===== src/rtl/uldl_tdd_scheduler.sv =====
// uldl_tdd_scheduler: UL/DL packet FIFOs drained through a valid/ready port in alternating TDD slots.
// Optional drop counter is built when ULDL_DROP_CNT_EN is defined.
`default_nettype none

module uldl_tdd_scheduler #(
  parameter int DEPTH     = 4,
  parameter int GUARD_CYC = 1
) (
  input  logic       clk,
  input  logic       rst_n,
  input  logic       ena,
  input  logic [7:0] i_packet_id,
  input  logic       i_dir_dl,
  input  logic       i_packet_pulse,
  input  logic [3:0] i_slot_len,
  input  logic       i_tx_ready,
  output logic       o_tx_valid,
  output logic [7:0] o_tx_id,
  output logic       o_tx_dir_dl,
  output logic       o_slot_dl,
  output logic       o_in_guard,
  output logic [2:0] o_ul_count,
  output logic [2:0] o_dl_count,
  output logic [7:0] o_drop_cnt
);

  localparam int PW = (DEPTH > 1) ? $clog2(DEPTH) : 1;
  localparam int GW = (GUARD_CYC > 1) ? $clog2(GUARD_CYC) : 1;
  localparam int CW = (GW > 4) ? GW : 4;
  localparam logic [2:0]    FULL_CNT   = 3'(DEPTH);
  localparam logic [CW-1:0] GUARD_LAST = CW'(GUARD_CYC - 1);

  typedef enum logic [1:0] {
    UL_SLOT  = 2'd0,
    GUARD_UD = 2'd1,
    DL_SLOT  = 2'd2,
    GUARD_DU = 2'd3
  } state_t;

  state_t        state, state_nxt;
  logic [CW-1:0] cnt, cnt_nxt;
  logic [3:0]    len_q, len_nxt;
  logic          in_slot, slot_dl, in_guard;

  logic [1:0]      push_req, push_ok, pop, full, nonempty;
  logic [1:0][7:0] head;
  logic [1:0][2:0] fifo_cnt;
  logic            cur;
  logic            tx_valid;

  always_ff @(posedge clk or negedge rst_n) begin
    if (!rst_n) begin
      state <= UL_SLOT;
      cnt   <= '0;
      len_q <= 4'd0;
    end else begin
      state <= state_nxt;
      cnt   <= cnt_nxt;
      len_q <= len_nxt;
    end
  end

  // The slot length is captured as a slot is entered so a mid-slot change cannot stretch it.
  always_comb begin
    state_nxt = state;
    cnt_nxt   = cnt;
    len_nxt   = len_q;
    in_slot   = 1'b0;
    slot_dl   = 1'b0;
    in_guard  = 1'b0;
    unique case (state)
      UL_SLOT: begin
        in_slot = 1'b1;
        if (ena) begin
          if (cnt == CW'(len_q)) begin
            state_nxt = GUARD_UD;
            cnt_nxt   = '0;
          end else begin
            cnt_nxt = cnt + CW'(1);
          end
        end
      end
      GUARD_UD: begin
        in_guard = 1'b1;
        if (ena) begin
          if (cnt == GUARD_LAST) begin
            state_nxt = DL_SLOT;
            cnt_nxt   = '0;
            len_nxt   = i_slot_len;
          end else begin
            cnt_nxt = cnt + CW'(1);
          end
        end
      end
      DL_SLOT: begin
        in_slot = 1'b1;
        slot_dl = 1'b1;
        if (ena) begin
          if (cnt == CW'(len_q)) begin
            state_nxt = GUARD_DU;
            cnt_nxt   = '0;
          end else begin
            cnt_nxt = cnt + CW'(1);
          end
        end
      end
      GUARD_DU: begin
        in_guard = 1'b1;
        slot_dl  = 1'b1;
        if (ena) begin
          if (cnt == GUARD_LAST) begin
            state_nxt = UL_SLOT;
            cnt_nxt   = '0;
            len_nxt   = i_slot_len;
          end else begin
            cnt_nxt = cnt + CW'(1);
          end
        end
      end
      default: ;
    endcase
  end

  assign cur      = slot_dl;
  assign tx_valid = ena & in_slot & nonempty[cur];
  assign push_req = {ena & i_packet_pulse & i_dir_dl, ena & i_packet_pulse & ~i_dir_dl};
  assign pop      = {tx_valid & i_tx_ready & cur, tx_valid & i_tx_ready & ~cur};
  // A full FIFO still accepts a push when its head leaves in the same cycle.
  assign push_ok  = push_req & (~full | pop);

  for (genvar g = 0; g < 2; g++) begin : g_fifo
    logic [7:0]    mem [DEPTH];
    logic [PW-1:0] wr_ptr, rd_ptr;
    logic [2:0]    occ;

    always_ff @(posedge clk) begin
      if (push_ok[g]) mem[wr_ptr] <= i_packet_id;
    end

    always_ff @(posedge clk or negedge rst_n) begin
      if (!rst_n) begin
        wr_ptr <= '0;
        rd_ptr <= '0;
        occ    <= 3'd0;
      end else begin
        if (push_ok[g]) wr_ptr <= wr_ptr + PW'(1);
        if (pop[g])     rd_ptr <= rd_ptr + PW'(1);
        if (push_ok[g] && !pop[g])      occ <= occ + 3'd1;
        else if (!push_ok[g] && pop[g]) occ <= occ - 3'd1;
      end
    end

    assign head[g]     = mem[rd_ptr];
    assign fifo_cnt[g] = occ;
    assign full[g]     = (occ == FULL_CNT);
    assign nonempty[g] = (occ != 3'd0);
  end

`ifdef ULDL_DROP_CNT_EN
  logic       drop;
  logic [7:0] drop_cnt;

  assign drop = |(push_req & ~push_ok);

  always_ff @(posedge clk or negedge rst_n) begin
    if (!rst_n)                          drop_cnt <= 8'd0;
    else if (drop && drop_cnt != 8'hFF) drop_cnt <= drop_cnt + 8'd1;
  end

  assign o_drop_cnt = drop_cnt;
`else
  assign o_drop_cnt = 8'd0;
`endif

  assign o_tx_valid  = tx_valid;
  assign o_tx_id     = tx_valid ? head[cur] : 8'h00;
  assign o_tx_dir_dl = slot_dl;
  assign o_slot_dl   = slot_dl;
  assign o_in_guard  = in_guard;
  assign o_ul_count  = fifo_cnt[0];
  assign o_dl_count  = fifo_cnt[1];

endmodule

`default_nettype wire


===== config.mk =====
export PLATFORM = sky130hd
export DESIGN_NAME = uldl_tdd_scheduler
export DESIGN_NICKNAME = d
export VERILOG_FILES = /design/src/rtl/uldl_tdd_scheduler.sv
export SDC_FILE = /design/constraint.sdc
export NUM_CORES = 1
export LEC_CHECK = 0
export ABC_AREA = 1
export BUFFER_PORTS_ARGS = -buffer_cell sky130_fd_sc_hd__clkbuf_2
export CELL_PAD_IN_SITES_DETAIL_PLACEMENT = 0
export CELL_PAD_IN_SITES_GLOBAL_PLACEMENT = 1
export CORE_ASPECT_RATIO = 1.1
export CORE_MARGIN = 4
export CORE_UTILIZATION = 42
export DETAILED_ROUTE_END_ITERATION = 12
export PLACE_DENSITY = 0.71
export SLEW_MARGIN = 10
export SYNTH_ARGS = -nofsm -noshare
export SYNTH_HDL_FRONTEND = slang
export SYNTH_SLANG_ARGS = --single-unit

===== constraint.sdc =====
create_clock -name clk -period 4.2 [get_ports clk]
set_input_delay 1.05 -clock clk [delete_from_list [all_inputs] [get_ports clk]]
set_output_delay 1.05 -clock clk [all_outputs]
set_load 0.1 [all_outputs]

**After elaboration in Yosys (flattened, before gate mapping)**

Memory sizes are Yosys's and may differ from the RTL's.
Cells that the tools add are included.

- Output and inout bits: 26
- Bits in writable memories: 64
- Flip-flop bits (word level): 24
- Memories kept: 2
- Input port bits: 18
- Logic and storage cells: 100

Memories:

| name | words | bits a word | rd ports | clocked after Yosys merged registers in | write ports | RTL line | text |
|---|---|---|---|---|---|---|---|
| g_fifo[0].mem | 4 | 8 | 1 | 0 | 1 | 132 | `logic [7:0] mem [DEPTH];` |
| g_fifo[1].mem | 4 | 8 | 1 | 0 | 1 | 132 |  |

- Bitwise operators: 13
- Equality and inequality tests: 16
- Reductions and logical operators: 20
- Magnitude comparators: 1
- Add/subtract/negate cells: 9
- Muxes and demuxes: 30

Operator list:

| kind | number |
|---|---|
| 8-bit 2-to-1 mux | 3 |
| 2-bit 2-to-1 mux | 8 |
| 4-bit 2-to-1 mux | 4 |
| 2-bit inequality test, second input constant | 8 |
| 3-bit 2-to-1 mux | 4 |
| 1-bit 2-to-1 mux | 9 |
| 2-bit by 1-bit adder with 2-bit output, second input constant | 4 |
| 1-bit AND | 8 |
| 2-bit one-hot mux with 4 select lines | 1 |
| 4-bit one-hot mux with 2 select lines | 1 |
| 8-bit AND reduction | 1 |
| 3-bit by 1-bit adder with 3-bit output, second input constant | 2 |
| 3-bit equality test, second input constant | 2 |
| 3-bit nonzero test | 2 |
| 2-bit OR reduction | 3 |
| 3-bit by 1-bit subtractor with 3-bit output, second input constant | 2 |
| 4-bit by 1-bit adder with 4-bit output, second input constant | 1 |
| 2-bit equality test, second input constant | 2 |
| 4-bit equality test | 1 |
| 1-bit logical AND | 4 |
| 1-bit logical NOT | 4 |
| 4-bit logical NOT | 1 |
| 2-bit by 1-bit inequality test with 1-bit output, second input constant | 2 |
| 2-bit nonzero test | 2 |
| 9 further kinds | 10 |

**Longest topological paths before layout**

- Depth in word-level cells: 14
- Mapped depth: 17
- Depth with buffers taken out: 17

**Least setup slack after synthesis**

Ideal clock, no wire load.

- Kind: register -> output
- Start point: register g_fifo[1].occ[2], in the netlist o_dl_count[2]
- End point: output port o_tx_id[0]
- Path buffers: 0
- Required time: 3.150 ns
- Path slack: -0.838 ns
- Cell stages (with the launch flop): 7
- Data arrival time: 3.988 ns
- Cells stage by stage: dfrtp_1 -> inv_1 -> nand3_4 -> nand2_4 -> nor2_8 -> inv_1 -> nor3_1

- Cells in the longest elaborated chain, start to end: 5

RTL lines:

| item | RTL line | text |
|---|---|---|
| from (decl) | 134 | `logic [2:0] occ;` |
| from (signal assigned) | 148 | `if (push_ok[g] && !pop[g]) occ <= occ + 3'd1;` |
| from (signal assigned) | 149 | `else if (!push_ok[g] && pop[g]) occ <= occ - 3'd1;` |
| 3-bit nonzero test | 156 | `assign nonempty[g] = (occ != 3'd0);` |
| 1-bit 2-to-1 mux (not written as such) (2 in series) | 125 | `assign tx_valid = ena & in_slot & nonempty[cur];` |
| 1-bit AND | 125 |  |
| via o_tx_valid | 17 | `output logic o_tx_valid,` |
| 8-bit 2-to-1 mux | 176 | `assign o_tx_id = tx_valid ? head[cur] : 8'h00;` |
| to (decl) | 18 | `output logic [7:0] o_tx_id,` |

The timed path passes the listed nets, and every way through them passes these cells. The select of a mux whose other input is x is not followed.

**Worst setup path in the final report**

- Start point: register state[0]
- End point: output port o_tx_id[6]

- Cells in the longest elaborated chain, start to end: 7
- Elaborated cells on any way between the ends: 14
- Classes of those cells: 2 x eq/ne; 7 x mux; 2 x bitwise; 3 x reduce/logical

RTL lines:

| item | RTL line | text |
|---|---|---|
| from (decl) | 40 | `state_t state, state_nxt;` |
| from (signal assigned) | 57 | `state <= state_nxt;` |
| 2-bit equality test | 71 | `unique case (state)` |
| 2-bit OR reduction (no source line) | -- |  |
| 1-bit 2-to-1 mux | 71 |  |
| 1-bit 2-to-1 mux (not written as such) (2 in series) | 125 |  |
| 1-bit AND | 125 |  |
| 8-bit 2-to-1 mux (*) | 176 |  |

Every way passes the cells marked *; elsewhere a longest branch is shown, timed or not. The select of a mux whose other input is x is not followed.

==> reports/results.txt <==
Clock Latency Late Sink: 0.35 ns
CP dominant cell by count: inv_1
n_diodes: 0
Worst Hold Launch: len_q[1]
CP startpoint kind: flop
Hold EP: len_q[1]
wire length after detailed routing: 8240 um
dpl ws: 0.769 ns
WS Path Type: reg -> out
worst clock skew: 0.0127 ns
GRT Util Overall: 15.0%
Mapped Area: 0.00419 mm2
DR iter-0 viols: 96
Final #Nets: 455
Max Fclk: 284 MHz
# setup viols final: 0
most frequent cells in the layout: nand2_1, edfxtp_1, nand3_1, clkbuf_2, inv_1
Vias/cell: 4.85
hold path depth: 1
post-CTS setup buffer count: 0
H-Tree Depth: 3
area delta synth->final: 9.90%
status: finished, final reports clean
vias in the first global route: 2581
largest net degree at the start of global routing: 25
Die ar.: 0.0116 mm2
hold_buf cts: 0
R2R Setup Slk: 1.39 ns
Worst-path clk slew: 0.09 ns
Rows: 37
CTS resizes: 0
CP Cell Sequence: inv_1 -> ha_1 -> inv_2 -> nand2_4 -> nor2_4 -> nor2_8 -> inv_1 -> nor3_1 -> clkbuf_2
RD Place Congestion: 0.739
number of remaining DRC errors: 0
Synth area leaders: edfxtp_1, dfrtp_1, nand2_1
Die Span X: 103 um
Die Y: 113 um
total global routing overflow: 0
via count: 2617
library cells used by synthesis: 26
Hold Fails Final Rpt: 0
register area share after synthesis: 60.3%
first-pass GRT wire length: 13200 um
Worst Max-Slew Pin Slew: 0.879 ns
DRT Pass-1 Iters: 4
Final Cycle Share: 83.8%
Initial Utilization: 43.9%
port bufs: 35
Bufs on Longest Clock Path: 2
clock root cell: clkbuf_8
routed len/inst: 15.3 um
Filler cells: 899
CTS tree: built
Ports: 44
r2r startpoint: state[0]
commonest non-fill, non-tap cell in the layout: nand2_1
max-slew violations: 0
CTS Sinks: 88
RSZ-0062 raised after global routing: no
layout cells sized above 1: 18.4%
Mapped Cells: 382
hold crit path type: reg -> reg
max_cap viols: 0
arrival time worst endpoint: 2.47 ns
fin worst setup slack: 0.680 ns
FF-to-FF path depth: 16
Req. time, crit path: 3.15 ns
Core ar.: 0.00954 mm2
max incr delay on CP: 0.50 ns
antenna-violating nets left: 0
synthesized area per cell: 11.0 um2
worst reg2reg path endpoint: o_ul_count[2]
Post-DP HPWL: 5640 um
YS warnings: 0
Yosys top cell area share: 45.9%
initial antenna violation count: 0
Crit. End Element: output port
post-route minimum period: 3.52 ns
Synth Register Bits: 88
CP max FO: 15
Slew headroom: 41.2%
cell at the slowest stage of the critical path: clkbuf_2
post-synth top area cell: edfxtp_1
TritonCTS Buffers: 9
cells by family after synthesis:
| family | Yosys count | share of synthesized area, % |
|---|---|---|
| xor+xnor | 13 | 2.72 |
| compound gates | 23 | 2.75 |
| flops | 88 | 60.3 |
| buf+inv | 54 | 6.10 |
| simple gates | 178 | 20.4 |
| fa+ha+maj | 19 | 6.04 |
| mux | 6 | 1.61 |
| other cells | 1 | 0.0896 |
worst max-delay path, delay by kind of cell (launching register included):
| kind | cells | cell delay, ns |
|---|---|---|
| DFF | 1 | 0.41 |
| and+or+nand+nor | 4 | 0.68 |
| adders and majority gates | 1 | 0.20 |
| buffers and inverters | 4 | 0.82 |
synthesized netlist by cell type:
cell	instances
nor2_1	18
dfrtp_1	24
a21oi_1	19
inv_2	5
nand2_1	92
conb_1	1
inv_1	28
nand3_1	39
buf_2	6
xnor2_1	6
xor2_1	7
nor2_8	1
clkinv_1	3
nor2_4	2
o21ai_0	4
nor3_1	10
nand2_2	2
edfxtp_1	64
buf_4	12
mux2_2	6
fa_1	2
nand3_4	3
nand2_4	4
nand4_1	3
nor2_2	4
ha_1	17
layer usage:
| metal | part of all wire [%] | track usage (%) | vias to the layer above |
|---|---|---|---|
| li1 | - | - | 1322 |
| met1 | 46 | 19.8 | 1233 |
| met2 | 48 | 24.9 | 55 |
| met3 | 4.4 | 2.77 | 7 |
| met4 | 0.95 | 4.66 | 0 |
| met5 | 0 | 0 | - |
through the flow:
stage,cell area (um2),setup TNS (ns),cells,hold slack (ns),util [%]
finish,4600,0,540,0.533,48.2
CTS,4600,0,540,0.542,48.2
global route,4600,0,540,0.571,48.2
global placement,4420,0,524,0.512,46.4
detailed placement,4420,0,524,0.520,46.4
floorplan,4210,-6.70,389,0.492,-
worst max-delay path by stage:
stage / slack (ns) / endpoint / cells past startpoint / from
after floorplan: -0.84 / o_tx_id[0] / 6 / o_dl_count[2]
after global placement: 0.83 / o_tx_id[6] / 8 / ena
after detailed placement: 0.77 / o_tx_id[6] / 8 / ena
after CTS: 0.66 / o_tx_id[6] / 9 / state[0]
after global routing: 0.48 / o_tx_id[1] / 9 / state[0]
final: 0.68 / o_tx_id[6] / 9 / state[0]
registers in the layout, summed over array words and instances (netlist names):
name	flops
o_dl_count	3
len_q	4
g_fifo.mem	64
cnt	4
g_fifo.wr_ptr	4
state	2
o_ul_count	3
g_fifo.rd_ptr	4
cell type report:
type / instances / area (um2) / area share (%)
clock inverters: 7 / 55.1 / 1.20
clock buffers: 9 / 124 / 2.69
repair buffers: 36 / 183 / 3.97
well taps: 117 / 146 / 3.18
flip-flops and latches: 88 / 2520 / 54.8
multi-input cells: 247 / 1430 / 31.2
inverters: 36 / 135 / 2.94
Power is not shown: default switching activity piles up to over one toggle a cycle in this logic, so the estimate is an artifact.
